<file path="config.mk">
export PLATFORM = sky130hd
export DESIGN_NAME = sample_frame_collector
export DESIGN_NICKNAME = d
export VERILOG_FILES = /design/src/rtl/sample_frame_collector.sv
export SDC_FILE = /design/constraint.sdc
export NUM_CORES = 1
export LEC_CHECK = 0
export CAP_MARGIN = 20
export CELL_PAD_IN_SITES_DETAIL_PLACEMENT = 1
export CELL_PAD_IN_SITES_GLOBAL_PLACEMENT = 2
export CORE_ASPECT_RATIO = 1.1
export CORE_MARGIN = 4
export CORE_UTILIZATION = 44
export DETAILED_ROUTE_END_ITERATION = 10
export DONT_BUFFER_PORTS = 1
export PLACE_DENSITY_LB_ADDON = 0.25
export SYNTH_ARGS = -nofsm -noshare
export SYNTH_HDL_FRONTEND = slang
export SYNTH_SLANG_ARGS = --single-unit
</file>
<file path="constraint.sdc">
create_clock -name clk -period 5.65 [get_ports clk]
set_input_delay 0.565 -clock clk [delete_from_list [all_inputs] [get_ports clk]]
set_output_delay 0.565 -clock clk [all_outputs]
set_load 0.1 [all_outputs]
</file>
<file path="src/rtl/sample_frame_collector.sv">
// sample_frame_collector
// Packs DEPTH serial WIDTH-bit samples into one parallel frame for the
// downstream frame FIFO. A fill buffer and an output register form a
// double buffer, so a finished frame can wait for the consumer while the
// next frame is being collected. up_last closes a short frame early, and
// the unused upper slots of that frame are zero-padded.
module sample_frame_collector #(
  parameter int WIDTH = 8,
  parameter int DEPTH = 4
) (
  input  logic                             clk,
  input  logic                             arstn,
  input  logic                             up_valid,
  output logic                             up_ready,
  input  logic [WIDTH-1:0]                 up_data,
  input  logic                             up_last,
  output logic                             down_valid,
  input  logic                             down_ready,
  output logic [DEPTH-1:0][WIDTH-1:0]      down_data,
  output logic [$clog2(DEPTH+1)-1:0]       down_count
);

  localparam int IDX_W = (DEPTH > 1) ? $clog2(DEPTH) : 1;
  localparam int CNT_W = $clog2(DEPTH + 1);

  logic [IDX_W-1:0]            fill_idx;
  logic [DEPTH-1:0][WIDTH-1:0] fill_buf;
  logic                        fill_done;
  logic [CNT_W-1:0]            fill_cnt;
  logic [DEPTH-1:0][WIDTH-1:0] out_buf;
  logic [CNT_W-1:0]            out_cnt;
  logic                        out_valid;

  logic                        accept;
  logic                        complete;
  logic                        slot_free;
  logic [CNT_W-1:0]            frame_cnt;
  logic [DEPTH-1:0][WIDTH-1:0] frame_c;

  assign up_ready   = ~fill_done;
  assign down_valid = out_valid;
  assign down_data  = out_buf;
  assign down_count = out_cnt;

  assign accept    = up_valid & up_ready;
  assign complete  = accept & ((fill_idx == IDX_W'(DEPTH - 1)) | up_last);
  assign slot_free = ~out_valid | down_ready;
  assign frame_cnt = CNT_W'(fill_idx) + CNT_W'(1);

  // Closing frame: earlier slots from fill_buf, the current sample in its
  // slot, and zeros above it so stale samples never leak into a short frame.
  always_comb begin
    frame_c = '0;
    for (int i = 0; i < DEPTH; i++) begin
      if (i < int'(fill_idx)) begin
        frame_c[i] = fill_buf[i];
      end else if (i == int'(fill_idx)) begin
        frame_c[i] = up_data;
      end else begin
        frame_c[i] = '0;
      end
    end
  end

  // Fill side: write accepted samples, close frames, stall a finished frame
  // in fill_buf when the output register is still occupied.
  always_ff @(posedge clk or negedge arstn) begin
    if (!arstn) begin
      fill_idx  <= '0;
      fill_buf  <= '0;
      fill_done <= 1'b0;
      fill_cnt  <= '0;
    end else begin
      if (complete) begin
        fill_idx <= '0;
        if (!slot_free) begin
          fill_buf  <= frame_c;
          fill_cnt  <= frame_cnt;
          fill_done <= 1'b1;
        end
      end else if (accept) begin
        fill_buf[fill_idx] <= up_data;
        fill_idx           <= fill_idx + IDX_W'(1);
      end
      // A stalled frame leaves fill_buf as soon as the output slot frees up;
      // no sample can be accepted in the same cycle since up_ready is low.
      if (fill_done && slot_free) begin
        fill_done <= 1'b0;
      end
    end
  end

  // Output side: load a frame directly from the fill path or from the
  // stalled fill_buf, otherwise drop valid once the consumer takes the frame.
  always_ff @(posedge clk or negedge arstn) begin
    if (!arstn) begin
      out_buf   <= '0;
      out_cnt   <= '0;
      out_valid <= 1'b0;
    end else begin
      if (fill_done && slot_free) begin
        out_buf   <= fill_buf;
        out_cnt   <= fill_cnt;
        out_valid <= 1'b1;
      end else if (complete && slot_free) begin
        out_buf   <= frame_c;
        out_cnt   <= frame_cnt;
        out_valid <= 1'b1;
      end else if (out_valid && down_ready) begin
        out_valid <= 1'b0;
      end
    end
  end

endmodule

</file>
==> flow_metrics.tcl, run 1 <==
set metrics [dict create \
    synthesis.area_per_instance_um2 11.3 \
    worstPathArrival_ns 3.20 \
    route.met3.wl_um 483 \
    cp-end-kind "flop" \
    final_area_um2 3750 \
    drcViolationCount 0 \
    mappedNetlistNets 321 \
    post-dp-hpwl_um 5190 \
    insertion_delay_ns 0.35 \
    worst_pin_slew_ns 0.978 \
    proportion_of_synthesized_chip_area_in_sequential_cells_pct 53.9 \
    maxCapViolations 0 \
    tritoncts_num_sinks 74 \
    fin_worst_skew_ns 0.0139 \
    die-area_um2 9290 \
    met2RoutedLength_um 3870 \
    grt_start_max_net_pins 75 \
    wl_met1_um 3750 \
    worstSetupPathType "flop to flop" \
    area_growth_pct 9.14 \
    post_cts.resized_instances 0 \
    critical_path_peak_fanout 14 \
    avgRoutedWirePerCell_um 20.6 \
    cts_made_buffers 9 \
    vias 2270 \
    die_w_um 92.3 \
    vdd.ir_drop.worst_uv 434 \
    die_y_um 101 \
    gr-total-overflow 0 \
    num_rows 33 \
    final_count_of_negative_setup_slack_endpoints 0 \
    hp-class "primary input to async pin" \
    leakage_nw 1.68 \
    detailedRoute.firstPassIterationCount 4 \
    grt_pass1_vias 2439 \
    slew_viol_final 0 \
    asyncSetResetFlopFracSynth_pct 100 \
    finish.utilization_pct 49.9 \
    gp_routability_congestion 0.744 \
    path_clk_slew_ns 0.08 \
    cts_tree "done" \
    layout.area.seq_um2 1850 \
    final_net_count 307 \
    cts_root_buf "clkbuf_8" \
    layout-drive-gt1-share_pct 21.4 \
    mapped_cells 303 \
    synth_enable_flop_cells 0 \
    synthDominantAreaCellType "dfrtp_1" \
    power_mw 2.24 \
    route.detailed.vias_per_inst 5.69 \
    hold_violations 0 \
    post_dp_cell_area_um2 3440 \
    fin_crit_sh_pct 52.6 \
    synth.top_cells.by_area "dfrtp_1 (54%), mux2_2 (13%), a22o_1 (6.1%)" \
    insertedDiodeCount 0 \
    grtUsageTotal_pct 19.2 \
    initial_utilization_pct 45.7 \
    totalWireLength_um 8220 \
    drt_first_iter_violations 135 \
    synth_top_area_share_pct 53.9 \
    synth.yosys.warnings 0 \
    top_layer_used "met4" \
    fillerInstances 802 \
    cts_buffer_depth 2 \
    cts_htree_levels 3 \
    outcome "complete, no violations" \
    most_numerous_cell_in_the_yosys_netlist "dfrtp_1" \
    critical_path_required_ns 5.88 \
    floorplan.core_area_um2 7510 \
    port_buffers 0 \
    synthDistinctLibCells 34 \
    yosys-top-cells-count "dfrtp_1 (74), mux2_2 (39), o21ai_0 (34)" \
    max_freq_mhz 337 \
    min_period_ns 2.97 \
    postSynth.topFlopCell "dfrtp_1" \
    slew_headroom_pct 34.8 \
    grt_antenna_before_repair 0 \
    io-pin-count 50 \
    multi_input_comb_area_um2 1390 \
    power_per_cell_area_nw_per_um2 599 \
    grt_first_pass_wirelength_um 13700 \
    post_synth_instance_area_um2 3440 \
    timing.hold.ws_ns 0.110 \
    crit_path_start_kind "flop" \
    detail-route-antenna-nets 0 \
    rsz0062_at_grt "no" \
    setup_tns_ns 0 \
    synth-seq-cells 74 \
]
## routing by layer
metal | GRT usage, % | vias up
met5 | 0 | -
met4 | 7.09 | 0
met3 | 5.53 | 10
met2 | 30.0 | 55
met1 | 25.6 | 1154
li1 | - | 1051
## path summary, 6_finish.rpt
kind	depth (start not counted)	slack, ns	startpoint	endpoint
worst max-delay path	3	2.68	down_valid	fill_cnt[1]
worst min-delay path	1	0.11	arstn	down_data[24]
worst max register to register	3	2.68	down_valid	fill_cnt[1]
worst min register to register	1	0.48	fill_cnt[2]	fill_cnt[2]
max in group asynchronous	1	5.25	arstn	fill_buf[7]
min in group clk	1	0.35	up_data[4]	fill_buf[12]
## registers in the layout, indices dropped and copies added, names as in the netlist
name / count
fill_idx: 2
down_data: 32
fill_cnt: 3
fill_buf: 32
down_count: 3
down_valid: 1
fill_done: 1
## worst max-delay path, cell delays in order (launching register included)
cell	delay (ns)
dfrtp_1	0.99
nor2b_1	0.84
nand3_1	0.59
mux2_2	0.44
## what timing repair did
action	CTS	global route
hold buffers	1	0
endpoints found under the hold margin	74	0
buffers inserted	0	0
## layout make-up
class / instances / area share, %
clock buffers: 10 / 3.40
well taps: 105 / 3.50
multi-input cells: 185 / 37.2
repair buffers: 3 / 1.87
inverters: 16 / 1.60
clock inverters: 6 / 3.07
flip-flops and latches: 74 / 49.4
## through the flow
stage | setup slack [ns] | cells
2_1_floorplan | 3.49 | 303
3_3_place_gp | 2.67 | 380
3_5_place_dp | 2.58 | 380
4_1_cts | 2.58 | 397
5_1_grt | 2.45 | 399
6_report | 2.68 | 399
## report_power, final
group          switching, mW  total (mW)  internal (mW)
sequential             0.732        1.41          0.676
combinational          0.154       0.338          0.184
clock                  0.203       0.498          0.295
## layout by cell type (no fill, tap or decap), types with 2 or more instances in the layout
cell	n
a32o_1	2
mux2_2	39
dfrtp_1	74
clkbuf_8	9
or2_2	2
a22o_1	24
o211ai_1	2
and3_1	2
nand2_1	28
clkinv_4	2
nor2_1	5
nor3b_1	4
buf_16	2
o21ai_0	34
nand2b_1	2
nor3_1	9
o21a_1	2
nor2b_1	2
inv_1	16
bufinv_16	3
mux2_1	2
or3_1	2
a221oi_1	9
ha_1	5
## kinds of logic after synthesis
| logic type | Yosys count | share of synthesized area (%) |
|---|---|---|
| DFF | 74 | 53.9 |
| buffers and inverters | 44 | 5.54 |
| AOI/OAI and AO/OA | 78 | 16.4 |
| and+or+nand+nor | 60 | 8.63 |
| muxes | 42 | 13.7 |
| adders and majority gates | 5 | 1.82 |
Note: power is estimated with default switching activity, not from simulation.
==> run 2, diff against run 1 <==
--- a/config.mk
+++ b/config.mk
@@ -10,7 +10,7 @@
 export CELL_PAD_IN_SITES_GLOBAL_PLACEMENT = 2
 export CORE_ASPECT_RATIO = 1.1
 export CORE_MARGIN = 4
-export CORE_UTILIZATION = 44
+export CORE_UTILIZATION = 41
 export DETAILED_ROUTE_END_ITERATION = 10
 export DONT_BUFFER_PORTS = 1
 export PLACE_DENSITY_LB_ADDON = 0.25
==> constraint.sdc (replaced) <==
create_clock -name clk -period 3 [get_ports clk]
set_input_delay 0.3 -clock clk [delete_from_list [all_inputs] [get_ports clk]]
set_output_delay 0.3 -clock clk [all_outputs]
set_load 0.1 [all_outputs]
==> run 2 against run 1 <==
  * Design area did not move
  * Maximum frequency rose by 22%
  * Critical path depth rose by 2
  * Final cell count rose by 2.3%
  * Clock skew fell by 0.0058 ns
  * Via count rose by 1.1%
  * Worst hold slack got worse by 0.029 ns
  * Die area rose by 6.7%
  * Combinational power rose by 110%
  * Clock-buffer cell count rose by 1
==> flow_metrics.tcl, run 2 (synthesis gave the netlist of run 1 again) <==
set metrics [dict create \
    rsz0062_at_grt "no" \
    vdd.ir_drop.worst_uv 734 \
    detailedRoute.firstPassIterationCount 4 \
    cts_htree_levels 3 \
    hp-class "primary input to flop" \
    worst_pin_slew_ns 0.979 \
    cp_num_buf_inv 1 \
    die_y_um 104 \
    library_cell_contributing_the_largest_single_delay_on_the_critical_path "dfrtp_1" \
    critical_path_required_ns 3.22 \
    hold_violations 0 \
    die-area_um2 9910 \
    slew_headroom_pct 34.7 \
    area_growth_pct 9.14 \
    cp-end-kind "flop" \
    layout-drive-gt1-share_pct 22.7 \
    critical_path.top_delay_family "flip-flops" \
    totalWireLength_um 8490 \
    slew_viol_final 0 \
    detail-route-antenna-nets 0 \
    final_count_of_negative_setup_slack_endpoints 0 \
    final_net_count 313 \
    cts_root_buf "clkbuf_8" \
    cts_tree "done" \
    critical_path_peak_fanout 24 \
    drcViolationCount 0 \
    grtUsageTotal_pct 18.4 \
    setup_tns_ns 0 \
    tritoncts_num_sinks 74 \
    avgRoutedWirePerCell_um 20.8 \
    post_cts.resized_instances 0 \
    critical-path-max-stage-delay_ns 0.60 \
    gr-total-overflow 0 \
    initial_utilization_pct 42.7 \
    insertedDiodeCount 0 \
    timing.hold.ws_ns 0.0812 \
    drt_first_iter_violations 91 \
    cts_buffer_depth 2 \
    final_common_cell "dfrtp_1" \
    vias 2294 \
    grt_first_pass_wirelength_um 14000 \
    fin_crit_sh_pct 81.1 \
    grt_start_max_net_pins 75 \
    route.detailed.vias_per_inst 5.62 \
    gp_routability_congestion 0.897 \
    io-pin-count 50 \
    floorplan.core_area_um2 8040 \
    cts_made_buffers 9 \
    port_buffers 0 \
    leakage_nw 1.69 \
    grt_antenna_before_repair 0 \
    crit_path_start_kind "flop" \
    num_rows 34 \
    min_period_ns 2.43 \
    outcome "complete, no violations" \
    maxCapViolations 0 \
    finish.utilization_pct 46.6 \
    mostFrequentLayoutCells "dfrtp_1 (74), mux2_2 (39), o21ai_0 (34)" \
    worstSetupPathType "flop to flop" \
    power_mw 4.18 \
    placedCellCount 390 \
    finish.cell_count_without_fillers 408 \
    path_clk_slew_ns 0.08 \
    grt_pass1_vias 2578 \
    worstPathArrival_ns 2.66 \
    worst_path_cell_chain "ha_1 > o21a_1 > o21a_1 > buf_4 > mux2_2" \
    insertion_delay_ns 0.34 \
    max_freq_mhz 411 \
    post-dp-hpwl_um 5670 \
    power_per_cell_area_nw_per_um2 1110 \
    fin_worst_skew_ns 0.00817 \
    reg2reg_setup_slack_ns 0.57 \
    die_w_um 95.3 \
    worst_path_most_repeated_cell "o21a_1" \
]
run 2: what timing repair did:
action | 4_1_cts | 5_1_grt
hold buffers | 2 | 0
endpoints found under the hold margin | 74 | 0
buffers inserted | 0 | 0
run 2: final timing paths:
path                        startpoint       endpoint  depth (start not counted)
max                        fill_idx[1]   down_data[7]                          5
min                         up_data[2]   fill_buf[26]                          1
max reg2reg                fill_idx[1]   down_data[7]                          5
min reg2reg                fill_buf[9]    fill_buf[9]                          1
max in group asynchronous        arstn  down_data[13]                          2
min in group asynchronous        arstn  down_count[1]                          2
run 2: worst reg2reg max path, delay by kind of cell, from the launching register on:
family	cells	cell delay, ns
AOI/OAI and AO/OA	2	0.41
buffers and inverters	1	0.33
muxes	1	0.40
adders and majority gates	1	0.59
DFF	1	0.60
run 2: through the flow:
| stage | worst slack [ns] | cell area [µm²] |
|---|---|---|
| final | 0.566 | 3750 |
| after global routing | 0.429 | 3750 |
| after CTS | 0.550 | 3750 |
| after detailed placement | 0.565 | 3490 |
| after global placement | 0.719 | 3490 |
| after floorplan | 0.930 | 3440 |
run 2: where the power goes:
group,switching (mW),internal (mW)
clock network,0.375,0.489
logic,0.352,0.355
registers,1.34,1.27
run 2: layout make-up:
class	count	area (µm²)
Fill cell	861	4290
Inverter	16	60.1
Multi-Input combinational cell	185	1390
Timing Repair Buffer	9	90.1
Sequential cell	74	1850
Tap cell	108	135
Clock inverter	5	77.6
Clock buffer	11	141
run 2: layer usage:
metal	track usage (%)	vias up	share of wire, %
met5	0	-	0
met4	5.15	0	1.3
met3	5.21	10	4.6
met2	29.7	46	50
met1	23.8	1178	44
li1	-	1060	-
